==> src/rtl/mult_hilo_ctrl_if.sv <==
// Bundle between the MULT sequencer, the datapath/control unit and the Booth multiplier.
//   slave  : the sequencer (mult_hilo_ctrl)
//   master : the surrounding datapath, control unit and multiplier
// Request side : start, rs_val, rt_val, mthi, mtlo, wr_data
// Multiplier   : mult_a, mult_b, mult_rst_local out; mult_hi, mult_lo back
// Status/regs  : busy, done, hi, lo
interface mult_hilo_ctrl_if #(
  parameter int unsigned WIDTH = 32
);
  logic             start;
  logic [WIDTH-1:0] rs_val;
  logic [WIDTH-1:0] rt_val;
  logic             mthi;
  logic             mtlo;
  logic [WIDTH-1:0] wr_data;
  logic [WIDTH-1:0] mult_hi;
  logic [WIDTH-1:0] mult_lo;
  logic [WIDTH-1:0] mult_a;
  logic [WIDTH-1:0] mult_b;
  logic             mult_rst_local;
  logic             busy;
  logic             done;
  logic [WIDTH-1:0] hi;
  logic [WIDTH-1:0] lo;

  modport slave (
    input  start, rs_val, rt_val, mthi, mtlo, wr_data, mult_hi, mult_lo,
    output mult_a, mult_b, mult_rst_local, busy, done, hi, lo
  );

  modport master (
    output start, rs_val, rt_val, mthi, mtlo, wr_data, mult_hi, mult_lo,
    input  mult_a, mult_b, mult_rst_local, busy, done, hi, lo
  );
endinterface

==> src/rtl/mult_hilo_ctrl.sv <==
// Sequencer for a multi-cycle Booth multiplier plus the architectural HI/LO registers.
// Accepts a MULT in IDLE, latches the operands, strobes the multiplier's local reset for one
// cycle to load them, counts ITER iteration edges, then captures the product into HI/LO and
// pulses done. mthi/mtlo writes are serviced only in IDLE.
// Ports:
//   clk   : rising-edge clock
//   reset : asynchronous, active-high
//   bus   : mult_hilo_ctrl_if slave modport (requests, multiplier link, busy/done, HI/LO)
module mult_hilo_ctrl #(
  parameter int unsigned WIDTH = 32,
  parameter int unsigned ITER  = 32,
  parameter int unsigned CNT_W = 6
) (
  input  logic             clk,
  input  logic             reset,
  mult_hilo_ctrl_if.slave  bus
);

  localparam logic [1:0] StIdle    = 2'd0;
  localparam logic [1:0] StLoad    = 2'd1;
  localparam logic [1:0] StRun     = 2'd2;
  localparam logic [1:0] StCapture = 2'd3;

  // Counter value seen on the ITER-th RUN edge.
  localparam logic [CNT_W-1:0] CntLast = CNT_W'(ITER - 1);

  logic [1:0]       state_q, state_d;
  logic [CNT_W-1:0] cnt_q, cnt_d;
  logic [WIDTH-1:0] mult_a_q, mult_a_d;
  logic [WIDTH-1:0] mult_b_q, mult_b_d;
  logic [WIDTH-1:0] hi_q, hi_d;
  logic [WIDTH-1:0] lo_q, lo_d;
  logic             done_q, done_d;

  always_comb begin
    state_d  = state_q;
    cnt_d    = cnt_q;
    mult_a_d = mult_a_q;
    mult_b_d = mult_b_q;
    hi_d     = hi_q;
    lo_d     = lo_q;
    done_d   = 1'b0;
    case (state_q)
      StIdle: begin
        // start wins over a simultaneous mthi/mtlo, which are then dropped.
        if (bus.start) begin
          mult_a_d = bus.rs_val;
          mult_b_d = bus.rt_val;
          state_d  = StLoad;
        end else begin
          if (bus.mthi) hi_d = bus.wr_data;
          if (bus.mtlo) lo_d = bus.wr_data;
        end
      end
      StLoad: begin
        cnt_d   = '0;
        state_d = StRun;
      end
      StRun: begin
        cnt_d = cnt_q + 1'b1;
        if (cnt_q == CntLast) state_d = StCapture;
      end
      StCapture: begin
        hi_d    = bus.mult_hi;
        lo_d    = bus.mult_lo;
        done_d  = 1'b1;
        state_d = StIdle;
      end
      default: state_d = StIdle;
    endcase
  end

  always_ff @(posedge clk or posedge reset) begin
    if (reset) begin
      state_q  <= StIdle;
      cnt_q    <= '0;
      mult_a_q <= '0;
      mult_b_q <= '0;
      hi_q     <= '0;
      lo_q     <= '0;
      done_q   <= 1'b0;
    end else begin
      state_q  <= state_d;
      cnt_q    <= cnt_d;
      mult_a_q <= mult_a_d;
      mult_b_q <= mult_b_d;
      hi_q     <= hi_d;
      lo_q     <= lo_d;
      done_q   <= done_d;
    end
  end

  // Status is decoded from the state register so an async reset clears it immediately.
  assign bus.mult_a         = mult_a_q;
  assign bus.mult_b         = mult_b_q;
  assign bus.mult_rst_local = (state_q == StLoad);
  assign bus.busy           = (state_q != StIdle);
  assign bus.done           = done_q;
  assign bus.hi             = hi_q;
  assign bus.lo             = lo_q;

endmodule

==> src/flat_wrapper.sv <==
// flat-port wrapper written by rule: the top's interface ports become plain ports
module mult_hilo_ctrl_flat 
#(
  parameter int unsigned WIDTH = 32,
  parameter int unsigned ITER  = 32,
  parameter int unsigned CNT_W = 6
)
  (clk, reset, bus_start, bus_rs_val, bus_rt_val, bus_mthi, bus_mtlo, bus_wr_data, bus_mult_hi, bus_mult_lo, bus_mult_a, bus_mult_b, bus_mult_rst_local, bus_busy, bus_done, bus_hi, bus_lo);
  mult_hilo_ctrl_if #(.WIDTH(WIDTH)) bus_i ();
  input  logic clk;
  input  logic reset;
  input wire logic [$bits(bus_i.start)-1:0] bus_start;
  input wire logic [$bits(bus_i.rs_val)-1:0] bus_rs_val;
  input wire logic [$bits(bus_i.rt_val)-1:0] bus_rt_val;
  input wire logic [$bits(bus_i.mthi)-1:0] bus_mthi;
  input wire logic [$bits(bus_i.mtlo)-1:0] bus_mtlo;
  input wire logic [$bits(bus_i.wr_data)-1:0] bus_wr_data;
  input wire logic [$bits(bus_i.mult_hi)-1:0] bus_mult_hi;
  input wire logic [$bits(bus_i.mult_lo)-1:0] bus_mult_lo;
  output wire logic [$bits(bus_i.mult_a)-1:0] bus_mult_a;
  output wire logic [$bits(bus_i.mult_b)-1:0] bus_mult_b;
  output wire logic [$bits(bus_i.mult_rst_local)-1:0] bus_mult_rst_local;
  output wire logic [$bits(bus_i.busy)-1:0] bus_busy;
  output wire logic [$bits(bus_i.done)-1:0] bus_done;
  output wire logic [$bits(bus_i.hi)-1:0] bus_hi;
  output wire logic [$bits(bus_i.lo)-1:0] bus_lo;
  assign bus_i.start = bus_start;
  assign bus_i.rs_val = bus_rs_val;
  assign bus_i.rt_val = bus_rt_val;
  assign bus_i.mthi = bus_mthi;
  assign bus_i.mtlo = bus_mtlo;
  assign bus_i.wr_data = bus_wr_data;
  assign bus_i.mult_hi = bus_mult_hi;
  assign bus_i.mult_lo = bus_mult_lo;
  assign bus_mult_a = bus_i.mult_a;
  assign bus_mult_b = bus_i.mult_b;
  assign bus_mult_rst_local = bus_i.mult_rst_local;
  assign bus_busy = bus_i.busy;
  assign bus_done = bus_i.done;
  assign bus_hi = bus_i.hi;
  assign bus_lo = bus_i.lo;
  mult_hilo_ctrl #(.WIDTH(WIDTH), .ITER(ITER), .CNT_W(CNT_W)) u_core (.clk(clk), .reset(reset), .bus(bus_i));
endmodule
==> config.mk <==
export PLATFORM = sky130hd
export DESIGN_NAME = mult_hilo_ctrl_flat
export DESIGN_NICKNAME = d
export VERILOG_FILES = /design/src/rtl/mult_hilo_ctrl_if.sv /design/src/rtl/mult_hilo_ctrl.sv /design/src/flat_wrapper.sv
export SDC_FILE = /design/constraint.sdc
export NUM_CORES = 1
export LEC_CHECK = 0
export CELL_PAD_IN_SITES_DETAIL_PLACEMENT = 1
export CELL_PAD_IN_SITES_GLOBAL_PLACEMENT = 1
export CORE_AREA = 2 2 115 117
export CTS_CLUSTER_DIAMETER = 30
export CTS_CLUSTER_SIZE = 16
export DETAILED_ROUTE_END_ITERATION = 10
export DIE_AREA = 0 0 117 119
export DONT_BUFFER_PORTS = 1
export PLACE_DENSITY_LB_ADDON = 0.08
export SYNTH_ARGS = -nofsm -noshare
export SYNTH_HDL_FRONTEND = slang
export SYNTH_SLANG_ARGS = --single-unit
==> constraint.sdc <==
create_clock -name clk -period 14.1 [get_ports clk]
set_input_delay 2.82 -clock clk [delete_from_list [all_inputs] [get_ports clk]]
set_output_delay 2.82 -clock clk [all_outputs]
set_load 0.02 [all_outputs]
# Word level (Yosys, flattened, before mapping)
# Index checks and enable logic that the tools add are counted.
# word_totals
regBits,137
inputBits,165
out_inout_bits,131
elab_cells,36
# op_classes
addsub,1
n_eq_ne,9
mux,11
reduce_logical,8
# op_table
op,count
2-to-1 mux 32 bit,4
case mux 32 bit (2 select lines),2
case mux 6 bit (2 select lines),1
"!= test 2 bit, second input constant",4
case mux 2 bit (4 select lines),1
"adder 6 x 1 -> 6 bit, second input constant",1
"== test 6 x 5 -> 1 bit, second input constant",1
AND reduction 3 bit,2
nonzero test 2 bit,3
"== test 2 bit, second input constant",2
2-to-1 mux 2 bit,2
AND reduction 2 bit,2
"== test 2 x 1 -> 1 bit, second input constant",1
logical NOT 2 bit,1
"!= test 2 x 1 -> 1 bit, second input constant",1
2-to-1 mux 1 bit,1

# Longest topological paths before layout
# depth
depth_word,3
depth_mapped,7
depth_no_buf,5

# Worst setup path after synthesis
# Ideal clock, no wire load.
# synth_timing
path_type,input to register
start,input port bus_start
end,register u_core.hi_q[0] (netlist: u_core.bus.hi[0])
setup_ns,0.125
arrival_ns,3.787
required_ns,13.975
path_slack_ns,10.188
stages,4
path_buffers,1
path_cell_list,and2b_2 -> a21oi_4 -> buf_4 -> mux2_2
# synth_via
elab_chain_len,2
# synth_rtl
element,line,rtl
start: declaration,flat_wrapper.sv:12,input wire logic [$bits(bus_i.start)-1:0] bus_start;
!= test 2 bit (no line),-,
AND reduction 3 bit (no line),-,
end signal: assignment,mult_hilo_ctrl.sv:87,hi_q <= hi_d;
end: declaration,mult_hilo_ctrl.sv:31,"logic [WIDTH-1:0] hi_q, hi_d;"
# No other way between the ends.
# A chain may end at the register's enable or synchronous reset.

# Worst setup path after layout
# layout_timing
start,register u_core.state_q[0]
end,output port bus_busy
# layout_via
elab_chain_len,1
# layout_rtl
element,line,rtl
start: declaration,mult_hilo_ctrl.sv:27,"logic [1:0] state_q, state_d;"
start signal: assignment,mult_hilo_ctrl.sv:75,state_q <= StIdle;
start signal: assignment,mult_hilo_ctrl.sv:83,state_q <= state_d;
nonzero test 2 bit,mult_hilo_ctrl.sv:97,assign bus.busy = (state_q != StIdle);
end: declaration,flat_wrapper.sv:23,output wire logic [$bits(bus_i.busy)-1:0] bus_busy;
# No other way between the ends.

==> impl_results.md <==
* Worst Reg-to-Reg Cells at 5
* Ant. Diodes at 0
* # DRC at 0
* Finished layout cell area at 6716 µm²
* Post-CTS Hold Buffers at 0
* Htree depth at 4
* Nets@finish at 660
* Post-CTS Setup Inserts at 0
* First-pass DRT Iterations at 4
* Hold Path Depth at 1
* Top post-synthesis cells by area: dfrtp_1, mux2_2, nand2_1
* Worst-path clk slew at 0.06 ns
* Hold Crit Start: u_core.cnt_q[0]
* Worst setup SP type: register
* Syn Nets at 662
* FF+latch count, synth at 137
* RSZ-0062 raised after global routing: false
* Hold_ws at 0.5085 ns
* Post-synth cell types at 26
* Max cap viols at 0
* Final WL at 13,840 µm
* Async set-reset flop share out of synthesis at 100.0%
* Commonest cells post-synth: dfrtp_1, nand2_1, mux2_2
* Initial core utilization at 46.37%
* Chip width at 117 µm
* Total gr overflow at 0
* CP cell instances: inv_1 > ha_1 > inv_1
* Clk buf depth at 2
* Synth warn at 0
* Most used cell, CP: inv_1
* Initial antenna violation count at 0
* Dpl cell area at 6096 µm²
* Actual slew at the worst max-slew pin at 1.179 ns
* DR vias at 3,595
* Share of layout cells above drive strength 1 at 27.24%
* Hold EP: u_core.cnt_q[0]
* Reg-to-Reg Start: u_core.state_q[0]
* Largest net degree at the start of global routing at 98
* Worst IR Drop VDD at 0.0001298 V
* Critical Path AT at 1.36 ns
* Avg Inst Size Synth at 12.13 µm²
* Synth Instances at 492
* PD cells at 285.3 nW/µm²
* WS Path Type: register to output pin
* First-pass GRT wire length at 20,890 µm
* CTS-repair resized insts at 0
* Post-synth EDFFs at 0
* Critical path's largest stage delay at 0.40 ns
* Fmax at 239.1 MHz
* CTS Buf Count at 17
* Required @ worst endpoint at 11.28 ns
* Top Ports at 296
* Crit path from: u_core.state_q[0]
* Syn-to-layout area delta at 12.51%
* CTS tree: yes
* Setup TNS at 0 ns
* Flop2flop setup slack at 11.58 ns
* Skew-Pair Late Insertion Delay at 0.41 ns
* FP Rows at 42
* Die area at 13,920 µm²
* DR iter-0 viols at 120
* Pwr Total at 1.916 mW
* R2R Path End: u_core.bus.hi[6]
* Relative slew slack at 21.23%
* Count leader, synth: dfrtp_1
* CP top delay family: flip-flops
* Final Max Slew Viols at 0
* DR vias/cell at 5.295
* Post-synth top area cell: dfrtp_1
* Ys flop type: dfrtp_1
* Status: finished, final reports clean
* Antenna-violating nets left at 0
* CTS Sinks at 137
* DIE HEIGHT at 119 µm
* Clk root buf: clkbuf_16
* Number of global-route vias before repair at 3,934
* CP endpoint kind: output pin
* Hpwl dp at 9985 µm
* HP Class: register to register
* Max stage delay cell, worst path: dfrtp_1
* Min cycle time layout at 4.182 ns
* Core area at 12,870 µm²
* # setup viols final at 0
* Post-synthesis sequential area ratio at 57.43%
* Worst-path fanout max at 5
* Port buffer count at 0
* Total Routing Usage GR at 20.18%
* Final period util at 29.66%
* Final Hold Viols at 0
* Clock Skew at 0.006804 ns
* Routed len/inst at 20.38 µm
* LEAKAGE at 3.024 nW
* RD Place Congestion at 0.7371
* Crit path buf inv count at 2
* Mapped cell area at 5969 µm²
* Top-area cell type share of the netlist area at 57.43%
[worst max-delay path by stage]
stage | end | cells after the start
4_1_cts | bus_busy | 3
3_5_place_dp | u_core.bus.hi[29] | 3
3_3_place_gp | u_core.bus.hi[1] | 3
5_1_grt | bus_busy | 3
2_1_floorplan | u_core.bus.done | 1
6_report | bus_busy | 3
[power by group]
part / leakage (nW) / total, mW / switching, mW / internal, mW
registers: 1.63 / 0.986 / 0.394 / 0.592
clock network: 0.292 / 0.460 / 0.161 / 0.299
logic: 1.10 / 0.470 / 0.217 / 0.252
total: 3.02 / 1.92 / 0.772 / 1.14
[cells in the final DEF, fill, tap and decap left out, types with 4 or more instances in the layout]
cell type and n:
nand2_1 130, o21ai_0 7, inv_1 6, ha_1 4, nand2b_1 32, mux2_2 98, bufinv_16 4, mux2_1 30
clkinvlp_4 4, dfrtp_1 137, clkbuf_16 17
[through the flow]
step	utilization (%)	cells	setup slack, ns
floorplan	-	492	7.612
global placement	47.35	647	9.507
detailed placement	47.35	647	9.472
CTS	52.17	679	9.882
global route	52.17	679	9.810
finish	52.17	679	9.918
[metal layers]
layer / up-vias / wire, µm / GRT usage, % / part of all wire (%)
met5: - / 0 / 0 / 0
met4: 0 / 232 / 7.941 / 1.7
met3: 16 / 1654 / 9.924 / 12
met2: 184 / 7262 / 35.51 / 52
met1: 1778 / 4691 / 20.00 / 34
li1: 1617 / - / - / -
[worst register-to-register path, cell delays in order, from the launching register on]
cell and delay (ns):
dfrtp_1 0.38, inv_1 0.09, ha_1 0.27, and2b_2 0.29, a21oi_4 0.93, mux2_2 0.43
[cells by family after synthesis]
group | Yosys count | share of synthesized area [%]
buffers and inverters | 31 | 2.557
multiplexers | 129 | 24.31
adder cells (fa/ha/maj) | 5 | 1.048
AO/OA/AOI/OAI | 14 | 1.740
XOR/XNOR | 1 | 0.1467
AND/OR/NAND/NOR | 175 | 12.76
flip-flops | 137 | 57.43
[sequential cells by signal (all words and copies together) (netlist names)]
name,cells
u_core.bus.hi,32
u_core.bus.lo,32
u_core.bus.mult_a,32
u_core.bus.mult_b,32
u_core.cnt_q,6
u_core.state_q,2
u_core.bus.done,1
[final cells by class]
cell class | instances | area, µm²
clock buffer | 20 | 446.7
timing repair buffer | 3 | 22.52
multi-input combinational | 324 | 2394
sequential | 137 | 3428
tap | 176 | 220.2
clock inverter | 12 | 173.9
fill | 1329 | 6158
inverter | 7 | 31.28
No activity file was read; power rests on OpenSTA's default activity.
